**src/rtl/fetch_stage.sv**
```systemverilog
// -----------------------------------------------------------------------------
// fetch_stage
//
// Instruction-fetch stage sitting directly upstream of the instruction memory.
// Owns the program counter, presents a word index to the memory (which answers
// combinationally in the same cycle) and captures the returned instruction
// together with its PC into the IF/ID register for the decoder.
//
// Ports:
//   clk          single clock, all state updates on the rising edge
//   rst          synchronous active-high reset (overrides stall and redirect)
//   imem_addr    word index {2'b00, pc[31:2]} to the instruction memory
//   imem_inst    instruction returned combinationally for imem_addr
//   stall        downstream hazard hold: freezes pc, IF/ID and fetch_count
//   redirect     taken branch/jump from a later stage (beats stall)
//   redirect_pc  byte target of the redirect (accepted even if misaligned)
//   if_id_valid  IF/ID holds a real instruction
//   if_id_pc     byte PC of the IF/ID instruction
//   if_id_inst   instruction word in IF/ID (NOP_INST on a faulting fetch)
//   if_id_fault  IF/ID entry came from a misaligned or out-of-range fetch
//   pc           current fetch PC (byte address)
//   fetch_count  number of instructions latched with if_id_valid=1
// -----------------------------------------------------------------------------
module fetch_stage #(
    parameter logic [31:0] RESET_PC   = 32'h0000_0000,
    parameter int          IMEM_DEPTH = 1024,
    parameter logic [31:0] NOP_INST   = 32'h0000_0013
) (
    input  logic        clk,
    input  logic        rst,
    output logic [31:0] imem_addr,
    input  logic [31:0] imem_inst,
    input  logic        stall,
    input  logic        redirect,
    input  logic [31:0] redirect_pc,
    output logic        if_id_valid,
    output logic [31:0] if_id_pc,
    output logic [31:0] if_id_inst,
    output logic        if_id_fault,
    output logic [31:0] pc,
    output logic [31:0] fetch_count
);

    localparam logic [31:0] DEPTH_WORDS = 32'(IMEM_DEPTH);

    // A fetch faults when the byte address is not word aligned or the word
    // index falls past the end of the instruction memory.
    function automatic logic fetch_fault(input logic [31:0] addr);
        logic [31:0] word_idx;
        word_idx    = {2'b00, addr[31:2]};
        fetch_fault = (addr[1:0] != 2'b00) || (word_idx >= DEPTH_WORDS);
    endfunction

    logic fault;

    assign imem_addr = {2'b00, pc[31:2]};
    assign fault     = fetch_fault(pc);

    // Fetch PC -> IF/ID boundary
    always_ff @(posedge clk) begin
        if (rst) begin
            pc          <= RESET_PC;
            if_id_valid <= 1'b0;
            if_id_pc    <= 32'h0000_0000;
            if_id_inst  <= NOP_INST;
            if_id_fault <= 1'b0;
            fetch_count <= 32'h0000_0000;
        end else if (redirect) begin
            // Wrong-path instruction at the old pc is dropped; if_id_pc and
            // if_id_inst keep their stale values behind a cleared valid bit.
            pc          <= redirect_pc;
            if_id_valid <= 1'b0;
            if_id_fault <= 1'b0;
        end else if (!stall) begin
            pc          <= pc + 32'd4;
            if_id_valid <= 1'b1;
            if_id_pc    <= pc;
            if_id_inst  <= fault ? NOP_INST : imem_inst;
            if_id_fault <= fault;
            fetch_count <= fetch_count + 32'd1;
        end
    end

endmodule

```
**config.mk**
```make
export PLATFORM = sky130hd
export DESIGN_NAME = fetch_stage
export DESIGN_NICKNAME = d
export VERILOG_FILES = /design/src/rtl/fetch_stage.sv
export SDC_FILE = /design/constraint.sdc
export NUM_CORES = 1
export LEC_CHECK = 0
export CORE_AREA = 2 2 128 130
export DETAILED_ROUTE_END_ITERATION = 12
export DIE_AREA = 0 0 130 132
export PLACE_DENSITY = 0.75
export REMOVE_ABC_BUFFERS = 1
export SLEW_MARGIN = 20
export SYNTH_ARGS = -nofsm -noshare
export SYNTH_HDL_FRONTEND = slang
export SYNTH_SLANG_ARGS = --single-unit
```
**constraint.sdc**
```tcl
create_clock -name clk -period 1.9 [get_ports clk]
set_input_delay 0.285 -clock clk [delete_from_list [all_inputs] [get_ports clk]]
set_output_delay 0.285 -clock clk [all_outputs]
set_load 0.01 [all_outputs]
```
==> results.yml <==
finish:
  layout-drive-gt1-share_pct: 14.7
  area_delta_synth_final_pct: 57.9
  postLayoutCoreUtil_pct: 61.9
  nets: 1093
  n_antenna_cell: 0
  postLayoutCellArea_um2: 9720
routing:
  postRouteAntennaNets: 0
  vias: 6638
  wl_per_cell_um: 15.7
  drt-pass1-iter-count: 4
  wl_um: 19600
  drcViolationCount: 0
  drtIter0Drc: 356
  viasPerCell: 5.31
logic_synthesis:
  synthAdderAreaFrac_pct: 0.610
  synth_compound_area_share_pct: 15.1
  yosys_warnings: 0
  synth.yosys.seq_area_share_pct: 42.3
  syn_inst: 774
  synthDistinctLibCells: 52
  synth_top_family_by_area: "simple AND/OR/NAND/NOR gates"
  synthTopCellsByArea: "dfxtp_1 42%, nand2_1 8.3%, a21oi_1 7.6%"
  yosys.area.top_type: "dfxtp_1"
  synth_top_area_share_pct: 42.3
  async_flop_share_pct: 0
  synth-seq-cells: 130
  netlist_area_um2: 6160
  synth_xor_xnor_area_share_pct: 2.99
  ys.flop_type: "dfxtp_1"
  syn-mean-instance-area_um2: 7.96
  synth_edf_count: 0
  yosys.area_share.simple_pct: 29.5
  synth.mux.area_fraction_pct: 1.04
worst_setup_path:
  r2r_end: "pc[30]$_SDFFE_PP0N_"
  crit_fanout: 6
  critPathLaunchType: "flip-flop"
  r2r-start: "pc[14]$_SDFFE_PP0N_"
  worst-r2r-cell-count: 5
  crit_path_end_kind: "flip-flop"
  required_ns: 2.19
  r2r_slack_ns: 0.05
  arrival_ns: 2.14
  critPathKind: "reg -> reg"
worst_hold_path:
  hold_path_end: "pc[22]$_SDFFE_PP0N_"
  hp-class: "in -> reg"
  hold_depth: 2
  hp-start: "rst"
pwr:
  power_density_nw_per_um2: 767
  leakagePower_nw: 3.37
  vdd_drop_max_mv: 0.663
  totalPowerFinal_mw: 7.45
sta:
  fin_crit_ns: 1.85
  setup_viol: 0
  post-route-period-util_pct: 97.3
  slew_violations: 0
  finalClockSkew_ns: 0.00896
  fmax_mhz: 541
  worst_slack_ns: 0.0506
  finalSetupTns_ns: 0
  rsz0062_at_grt: "false"
  hold_viol: 0
  relSlewSlack_pct: 66.7
  worst_pin_slew_ns: 0.497
run:
  maxCapViolations: 0
grt:
  grt_pass1_vias: 6337
  grt_usage_pct: 22.7
  grt_remaining_overflow: 0
  grt_use_met3_pct: 6.17
  grt.busiest_layer: "met2"
  grt_use_met1_pct: 28.5
  grt_max_degree: 73
  use_met2_pct: 37.0
  grt_pass1_wl_um: 31500
  antenna_found_initial: 0
placed_design:
  place.gp.congestion: 0.888
  placed_cell_area_um2: 9040
  dp_hpwl_um: 14100
  place_ws_ns: -0.312
  numPortBuffers: 227
cts:
  cts_tree: "done"
  cts_buffers: 17
  clockBufferDepth: 2
  cts.sinks: 130
  clockRootBuffer: "clkbuf_16"
  path_clk_slew_ns: 0.06
  clock_latency_ns: 0.42
  cts_max_level: 4
floorplanning:
  die_y_um: 132
  die_w_um: 130
  rows: 46
  die-area_um2: 17200
  coreArea_um2: 15700
  floorplan.initialDensity_pct: 39.2
  ioPinCount: 230
outcome:
  status: "completed"
-- worst max path at each step --
stage / start / to / slack (ns) / depth (start not counted)
2_1_floorplan: redirect / fetch_count[2]$_SDFFE_PP0P_ / -1.12 / 4
3_3_place_gp: stall / fetch_count[29]$_SDFFE_PP0P_ / -0.28 / 7
3_5_place_dp: stall / fetch_count[29]$_SDFFE_PP0P_ / -0.31 / 7
4_1_cts: pc[21]$_SDFFE_PP0N_ / pc[21] / 0.01 / 2
5_1_grt: fetch_count[5]$_SDFFE_PP0P_ / fetch_count[16]$_SDFFE_PP0P_ / 0.005 / 5
6_report: pc[14]$_SDFFE_PP0N_ / pc[30]$_SDFFE_PP0N_ / 0.05 / 5
-- power by group --
part | switching [mW] | internal (mW) | total [mW]
Clock | 1.26 | 2.36 | 3.62
Combinational | 0.452 | 0.514 | 0.966
Sequential | 0.0651 | 2.80 | 2.86
Total | 1.78 | 5.68 | 7.45
-- metrics by stage --
step	hold slack, ns	std cells
finish	0.266	1251
global route	0.275	1251
CTS	0.249	1251
global placement	0.437	1219
detailed placement	0.444	1219
floorplan	0.354	684
-- Yosys cell counts (10+ instances only) --
cell,n
dfxtp_1,130
nand2_1,136
or4_1,17
clkbuf_1,53
o31ai_1,15
nor4_1,15
xnor2_1,13
nand4_1,51
nor3_1,16
a21oi_1,93
inv_1,13
nand3_1,20
or3_1,10
buf_4,32
nor2_1,44
-- cells by family after synthesis --
family,Yosys count
XOR/XNOR,21
flip-flops,130
buffers and inverters,104
multiplexers,6
adder cells (fa/ha/maj),3
AND/OR/NAND/NOR,354
other,1
AO/OA/AOI/OAI,155
-- worst max-delay path, stage by stage (launching register included) --
cell and delay [ns]:
dfxtp_1 0.34, buf_4 0.17, nand4_1 0.21, nor3_1 0.41, a21oi_1 0.12, or3b_2 0.46
-- state kept, by name, indices dropped and copies added, names as in the netlist --
signal and count:
if_id_pc 32, if_id_fault 1, if_id_valid 1, if_id_inst 32
pc 32, fetch_count 32
-- final cells by class --
type,count,area (µm²)
clock inverters,13,209
well taps,216,270
multi-input cells,541,3080
flip-flops and latches,130,2610
inverters,13,48.8
clock buffers,19,443
repair buffers,319,3060
fillers,1339,5990
-- metal layers --
metal / up-vias / part of all wire, %
met5: - / 0
met4: 0 / 2.2
met3: 40 / 6.9
met2: 262 / 48
met1: 3096 / 43
li1: 3240 / -
-- layout by cell type (no fill, tap or decap), types with 7 or more instances in the layout --
| cell | n |
|---|---|
| nor3_1 | 16 |
| inv_1 | 13 |
| xnor2_1 | 13 |
| o21ai_0 | 7 |
| or3_1 | 10 |
| a31oi_1 | 8 |
| a211oi_1 | 8 |
| clkdlybuf4s50_1 | 226 |
| nand4_1 | 51 |
| buf_4 | 85 |
| nor2_1 | 43 |
| clkbuf_16 | 17 |
| or2_2 | 7 |
| nand2_1 | 136 |
| nand3_1 | 20 |
| buf_12 | 8 |
| or4_1 | 16 |
| and4_1 | 8 |
| a21oi_1 | 93 |
| xor2_1 | 8 |
| o31ai_1 | 15 |
| nor4_1 | 13 |
| dfxtp_1 | 124 |
-- repair_timing --
item,4_1_cts,5_1_grt
setup endpoints to repair,2,18
gates resized for setup,1,13
buffers inserted,0,0
hold buffers,0,0
Note: power is estimated with default switching activity, not from simulation.
==> patch 1 (config.mk and constraints unchanged) <==
Register the output `fetch_count` once more, without a reset; this adds one clock of latency there. The other outputs are not delayed to match.
--- a/src/rtl/fetch_stage.sv
+++ b/src/rtl/fetch_stage.sv
@@ -44,4 +44,6 @@
     localparam logic [31:0] DEPTH_WORDS = 32'(IMEM_DEPTH);
 
+    logic [31:0] fetch_count_s0;
+
     // A fetch faults when the byte address is not word aligned or the word
     // index falls past the end of the instruction memory.
@@ -65,5 +67,5 @@
             if_id_inst  <= NOP_INST;
             if_id_fault <= 1'b0;
-            fetch_count <= 32'h0000_0000;
+            fetch_count_s0 <= 32'h0000_0000;
         end else if (redirect) begin
             // Wrong-path instruction at the old pc is dropped; if_id_pc and
@@ -78,6 +80,10 @@
             if_id_inst  <= fault ? NOP_INST : imem_inst;
             if_id_fault <= fault;
-            fetch_count <= fetch_count + 32'd1;
+            fetch_count_s0 <= fetch_count_s0 + 32'd1;
         end
+    end
+
+    always_ff @(posedge clk) begin
+        fetch_count <= fetch_count_s0;
     end
 
Behaviour: not the same (Yosys sat finds a counterexample within 4 cycles, from zero or initial values and one cycle with rst high).
==> patch 1 against the original RTL <==
Final area rose by 8.2%. Routed wire length rose by 6.2%. Worst setup slack lost 140 ps. Sequential share of layout area up 4.1 points. The flow now finishes with violations (setup timing). Count of clock-buffer cells in the layout unchanged. Total power grew 7.8%. Largest cell class is now registers. Sequential cell count up 32. Area after synthesis grew 9.2%. Critical path depth stayed put. Highest routed layer is now met5. Clock power fell by 3%. Synthesized cell count rose by 1.4%. First-iteration DRC count up 33%.
==> patch 1: results (changes against the original RTL) <==
The flow ran to the end, but the final reports show violations. The final reports fail on setup timing. The path with the worst hold slack has its endpoint at pc[30]. The slack of the critical path is -93.58 ps (-144.2 ps), and the post-DP HPWL is 14500 µm (+2.8%). The fraction of final layout cells sized beyond drive strength 1 is 18.45% (+3.8 points), and the top fanout value on the critical path is 5 (-1). The run gives 8.442 ps (-0.5178 ps) as the worst clock skew. The run gives 6457 (+1.9%) as the number of global-route vias before repair. By area the synthesized netlist is led by sky130_fd_sc_hd__dfxtp_1, sky130_fd_sc_hd__nand2_1, sky130_fd_sc_hd__a21oi_1.

The placer congestion estimate is 0.8742 (-1.6%), and the synthesized area per cell is 8.564 µm² (+7.6%). By count the netlist is led by sky130_fd_sc_hd__dfxtp_1, sky130_fd_sc_hd__nand2_1, sky130_fd_sc_hd__a21oi_1. The run gives -344.0 ps (-344.0 ps) as the total negative slack for setup checks. The number of nets in the layout is 1126 (+3.0%), and the maximum vdd drop is 0.5949 mV (-10%).

The startpoint of the worst setup timing path was pc[10]. The number of cells in the design after placement is 1245 (+2.1%). The run gives 475 (+33%) as the number of DRC markers in iteration 0. The final standard cell count with taps included and fillers excluded is 1284 (+2.6%), and the fraction of the yosys area taken by sequential cells is 48.24% (+6.0 points). The distinct cell type count after synthesis was 50 (-3.8%); the final routed wire length divided by cell count was 16.22 µm (+3.5%). For the count of vias placed by the detailed router, the log shows 6798 (+2.4%). The number of cells on the worst reg-to-reg path was 5 (unchanged). The tools report the startpoint of the lowest-slack register-to-register path as pc[10].

The post-route worst hold slack is 155.5 ps (-110.8 ps). The run gives 1308 (-2.3%) as the final-layout fill cell count. The worst register-to-register path ends at pc[18]. The arrival time at the worst endpoint is 2330 ps (+190 ps), and the number of optimization iterations in the first detailed-route pass is 5 (+1). The setup violation total in the final timing report was 8 (+8); the wire length of the first global-routing pass was 32550 µm (+3.4%). The run gives 3.752 nW (+11%) as the standby leakage power.

For the remaining max-slew budget at the tightest pin, the log shows 57.20% (-9.5 points). The design internal power is 6.085 mW (+7.2%). The global router's overall resource usage was 23.82% (+1.1 points). The logs give 76 (+4.1%) for the maximum number of pins on one net before global-route repair and 1 (+1) for the initial antenna violation count.
## patch 1: changes by cell type after synthesis, moves of 7 or more
cell / unedited run / this run
sky130_fd_sc_hd__dfxtp_1: 130 / 162
sky130_fd_sc_hd__clkbuf_1: 53 / 46
sky130_fd_sc_hd__a21oi_1: 93 / 85
sky130_fd_sc_hd__nor4_1: 15 / 8
## patch 1: cell families after synthesis
| logic type | count (synthesis) | share of synthesized area [%] |
|---|---|---|
| adder cells (fa/ha/maj) | 3 | 0.5584 |
| AND/OR/NAND/NOR | 344 | 26.69 |
| flip-flops | 162 | 48.24 |
| buffers and inverters | 97 | 7.296 |
| AO/OA/AOI/OAI | 150 | 13.16 |
| XOR/XNOR | 17 | 2.215 |
| multiplexers | 11 | 1.787 |
| other | 1 | 0.05578 |
## patch 1: layer usage
layer,GRT usage [%],wire [µm]
met1,30.15,8837
met2,39.35,10020
met3,6.006,1455
met4,8.124,495
met5,0,13
## patch 1: per-stage QoR
step                      cell area, µm²  setup slack, ps
final                              10520           -93.58
after global routing               10520           -149.1
after CTS                          10370           -103.5
after detailed placement            9688           -605.6
after global placement              9688           -604.0
after floorplan                     6274            -1168
## patch 1: area by class of cell
cell class / instances / area [µm²] / share of cell area, %
clock buffers: 19 / 432.9 / 4.117
clock inverters: 13 / 176.4 / 1.678
inverters: 10 / 37.54 / 0.3569
multi-input cells: 527 / 3139 / 29.85
flip-flops and latches: 162 / 3259 / 30.99
well taps: 216 / 270.3 / 2.570
repair buffers: 337 / 3201 / 30.43
## patch 1: power by group through the flow
stage	sequential, mW	combinational [mW]	clock (mW)
2_1_floorplan	3.68	0.193	0
3_3_place_gp	3.59	0.962	0
3_5_place_dp	3.59	0.965	0
4_1_cts	3.52	0.978	3.59
5_1_grt	3.53	1.06	3.75
6_report	3.52	0.994	3.52
## patch 1: timing repair
| action | CTS | global route |
|---|---|---|
| endpoints found under the setup margin | 24 | 36 |
| gates resized for setup | 12 | 33 |
| buffers inserted | 4 | 3 |
| pin swaps | 7 | 11 |
## patch 1: how the worst max path moves through the flow
stage,end,slack [ps],cells past startpoint
after global placement,fetch_count_s0[15],-600,6
after floorplan,fetch_count_s0[4],-1170,4
after global routing,pc[22],-150,5
final,pc[18],-90,5
after CTS,pc[31],-100,5
after detailed placement,fetch_count_s0[15],-610,6
## patch 1: critical path: stages (launching register included)
cell                      delay, ps
sky130_fd_sc_hd__dfxtp_2        360
sky130_fd_sc_hd__nand4_1        150
sky130_fd_sc_hd__or4_4          600
sky130_fd_sc_hd__buf_6          160
sky130_fd_sc_hd__or4_4          470
sky130_fd_sc_hd__a31oi_1        170
==> patch 2 (same settings) <==
Without the edit above. The parameter `IMEM_DEPTH` goes from 1024 to 512.
--- a/src/rtl/fetch_stage.sv
+++ b/src/rtl/fetch_stage.sv
@@ -24,5 +24,5 @@
 module fetch_stage #(
     parameter logic [31:0] RESET_PC   = 32'h0000_0000,
-    parameter int          IMEM_DEPTH = 1024,
+    parameter int          IMEM_DEPTH = 512,
     parameter logic [31:0] NOP_INST   = 32'h0000_0013
 ) (
Check against the original RTL: not equivalent (Yosys sat finds a counterexample within 4 cycles, from zero or initial values and one cycle with rst high).
==> patch 2 against the original RTL <==
Routed wire length fell by 1.0%. Die area is the same. Sequential cell count is the same. Fmax grew 0.12%. Hold slack better by 80 ps. Critical path type is now reg -> out. Largest power group unchanged. Critical path depth is 3 lower. Clock skew shrank 1.2 ps. Global-route usage down 0.23 points. Final area is 4.3% lower. Critical endpoint is now imem_addr[20]. Synthesized cell count fell by 4.8%. Worst setup slack gained 2.2 ps. Total power fell by 10%. Largest cell class is now non-clock buffers. Clock power fell by 20%. Area after synthesis is 2.5% lower.
==> patch 2: results (changes against the original RTL) <==
Worst clock skew: 7.746 ps (-1.213 ps). The fraction of area in registers was 28.00% (+1.2 points); the final standard cell count with taps included and fillers excluded was 1208 (-3.4%). Post-DP HPWL: 13950 µm (-1.1%).

The sum of routed wire length over all layers was 19410 µm (-1.0%); the fraction of final layout cells sized beyond drive strength 1 was 13.21% (-1.5 points). The wire length of the first global-routing pass is 30680 µm (-2.5%). The maximum number of pins on one net before global-route repair is 48 (-34%). Clock buffer count in the final layout: 21 (+2).

The run gives 1176 (-3.5%) as the number of cells in the design after placement. Remaining max-slew budget at the tightest pin: 63.88% (-2.9 points). The tools report the startpoint of the worst setup timing path as pc[22]. The relative area of non-clock buffer cells in the final design was 31.94% (+0.46 points).

Post-synthesis instance total: 737 (-4.8%). By count the netlist is led by sky130_fd_sc_hd__dfxtp_1, sky130_fd_sc_hd__nand2_1, sky130_fd_sc_hd__a21oi_1. For the standard cell area after detailed placement, the log shows 0.008778 mm² (-2.9%). In this run the worst setup path terminates at imem_addr[20].

The number of logic inverters in the finished layout came out at 11 (-2). The run finished with clean final reports. The run gives 22.49% (-0.23 points) as the global router's overall resource usage. The area of the multi-input gates was 0.002900 mm² (-5.8%). The destination of the worst hold path is fetch_count[20].

The number of optimization iterations in the first detailed-route pass was 5 (+1). The clock-cell share of area is 5.539% (-1.2 points), and the post-placement worst setup slack is -358.3 ps (-46.42 ps). The post-route worst hold slack is 345.8 ps (+79.54 ps), and the fraction of the yosys area taken by sequential cells is 43.36% (+1.1 points). For the standby leakage power, the log shows 3.263 nW (-3.3%). In this run the critical register-to-register path is captured at pc[31].

The number of nets in the layout was 1050 (-3.9%). The run gives 52.79 ps (+2.165 ps) as the slack of the critical path. The count of vias placed by the detailed router was 6361 (-4.2%); the number of cells on the worst reg-to-reg path was 4 (-1). Number of DRC markers in iteration 0: 404 (+13%).

The maximum vdd drop came out at 0.6184 mV (-6.7%). The placer congestion estimate came out at 0.8376 (-5.7%). Final-layout fill cell count: 1427 (+6.6%). By area the synthesized netlist is led by sky130_fd_sc_hd__dfxtp_1, sky130_fd_sc_hd__nand2_1, sky130_fd_sc_hd__a21oi_1. The total area of sequential cells was 0.002606 mm² (-0.14%); the number of ordinary and repair buffers in the finished layout was 312 (-2.2%). The run gives 90 ps (+40 ps) as the reg2reg setup slack.

The number of multi-input combinational cells in the layout came out at 507 (-6.3%). The number of global-route vias before repair is 6098 (-3.8%), and the arrival time at the worst endpoint is 1560 ps (-580 ps).
-- patch 2: cell count changes after synthesis, moves of 6 or more --
cell                       before  now
sky130_fd_sc_hd__or4_1         17   23
sky130_fd_sc_hd__nor3_1        16    5
sky130_fd_sc_hd__clkbuf_1      53   40
sky130_fd_sc_hd__o31ai_1       15   21
sky130_fd_sc_hd__a21oi_1       93   85
sky130_fd_sc_hd__a311oi_1       3   11
sky130_fd_sc_hd__xor2_1         8   15
sky130_fd_sc_hd__nor4_1        15    7
sky130_fd_sc_hd__xnor2_1       13    5
sky130_fd_sc_hd__buf_1          1    9
sky130_fd_sc_hd__nand2_1      136  121
-- patch 2: report_power, final --
group          total [mW]  internal [mW]  leakage, nW  switching (mW)
Sequential           2.85           2.80         1.06          0.0510
Clock                2.90           1.68        0.248            1.23
Combinational       0.933          0.494         1.96           0.440
-- patch 2: per-layer routing --
metal	vias up	part of all wire [%]	routed length [µm]	global-route usage, %
met5	-	0	0	0
met4	0	2.1	411	7.706
met3	28	8.0	1560	6.778
met2	252	49	9441	38.51
met1	2988	41	7999	26.54
li1	3093	-	-	-
-- patch 2: logic make-up (layout without fill, tap and decap cells) --
| group | after synthesis | in the layout | synth area share (%) |
|---|---|---|---|
| flops | 130 | 130 | 43.36 |
| xor+xnor | 20 | 20 | 2.919 |
| other cells | 1 | 2 | 0.06248 |
| compound gates | 156 | 156 | 15.86 |
| mux | 5 | 5 | 0.8755 |
| buf+inv | 101 | 355 | 8.651 |
| simple gates | 321 | 321 | 27.64 |
| fa+ha+maj | 3 | 3 | 0.6255 |
-- patch 2: critical path, stage by stage (launching register included) --
cell and delay (ps):
sky130_fd_sc_hd__dfxtp_1 390, sky130_fd_sc_hd__buf_4 200, sky130_fd_sc_hd__clkdlybuf4s50_1 550
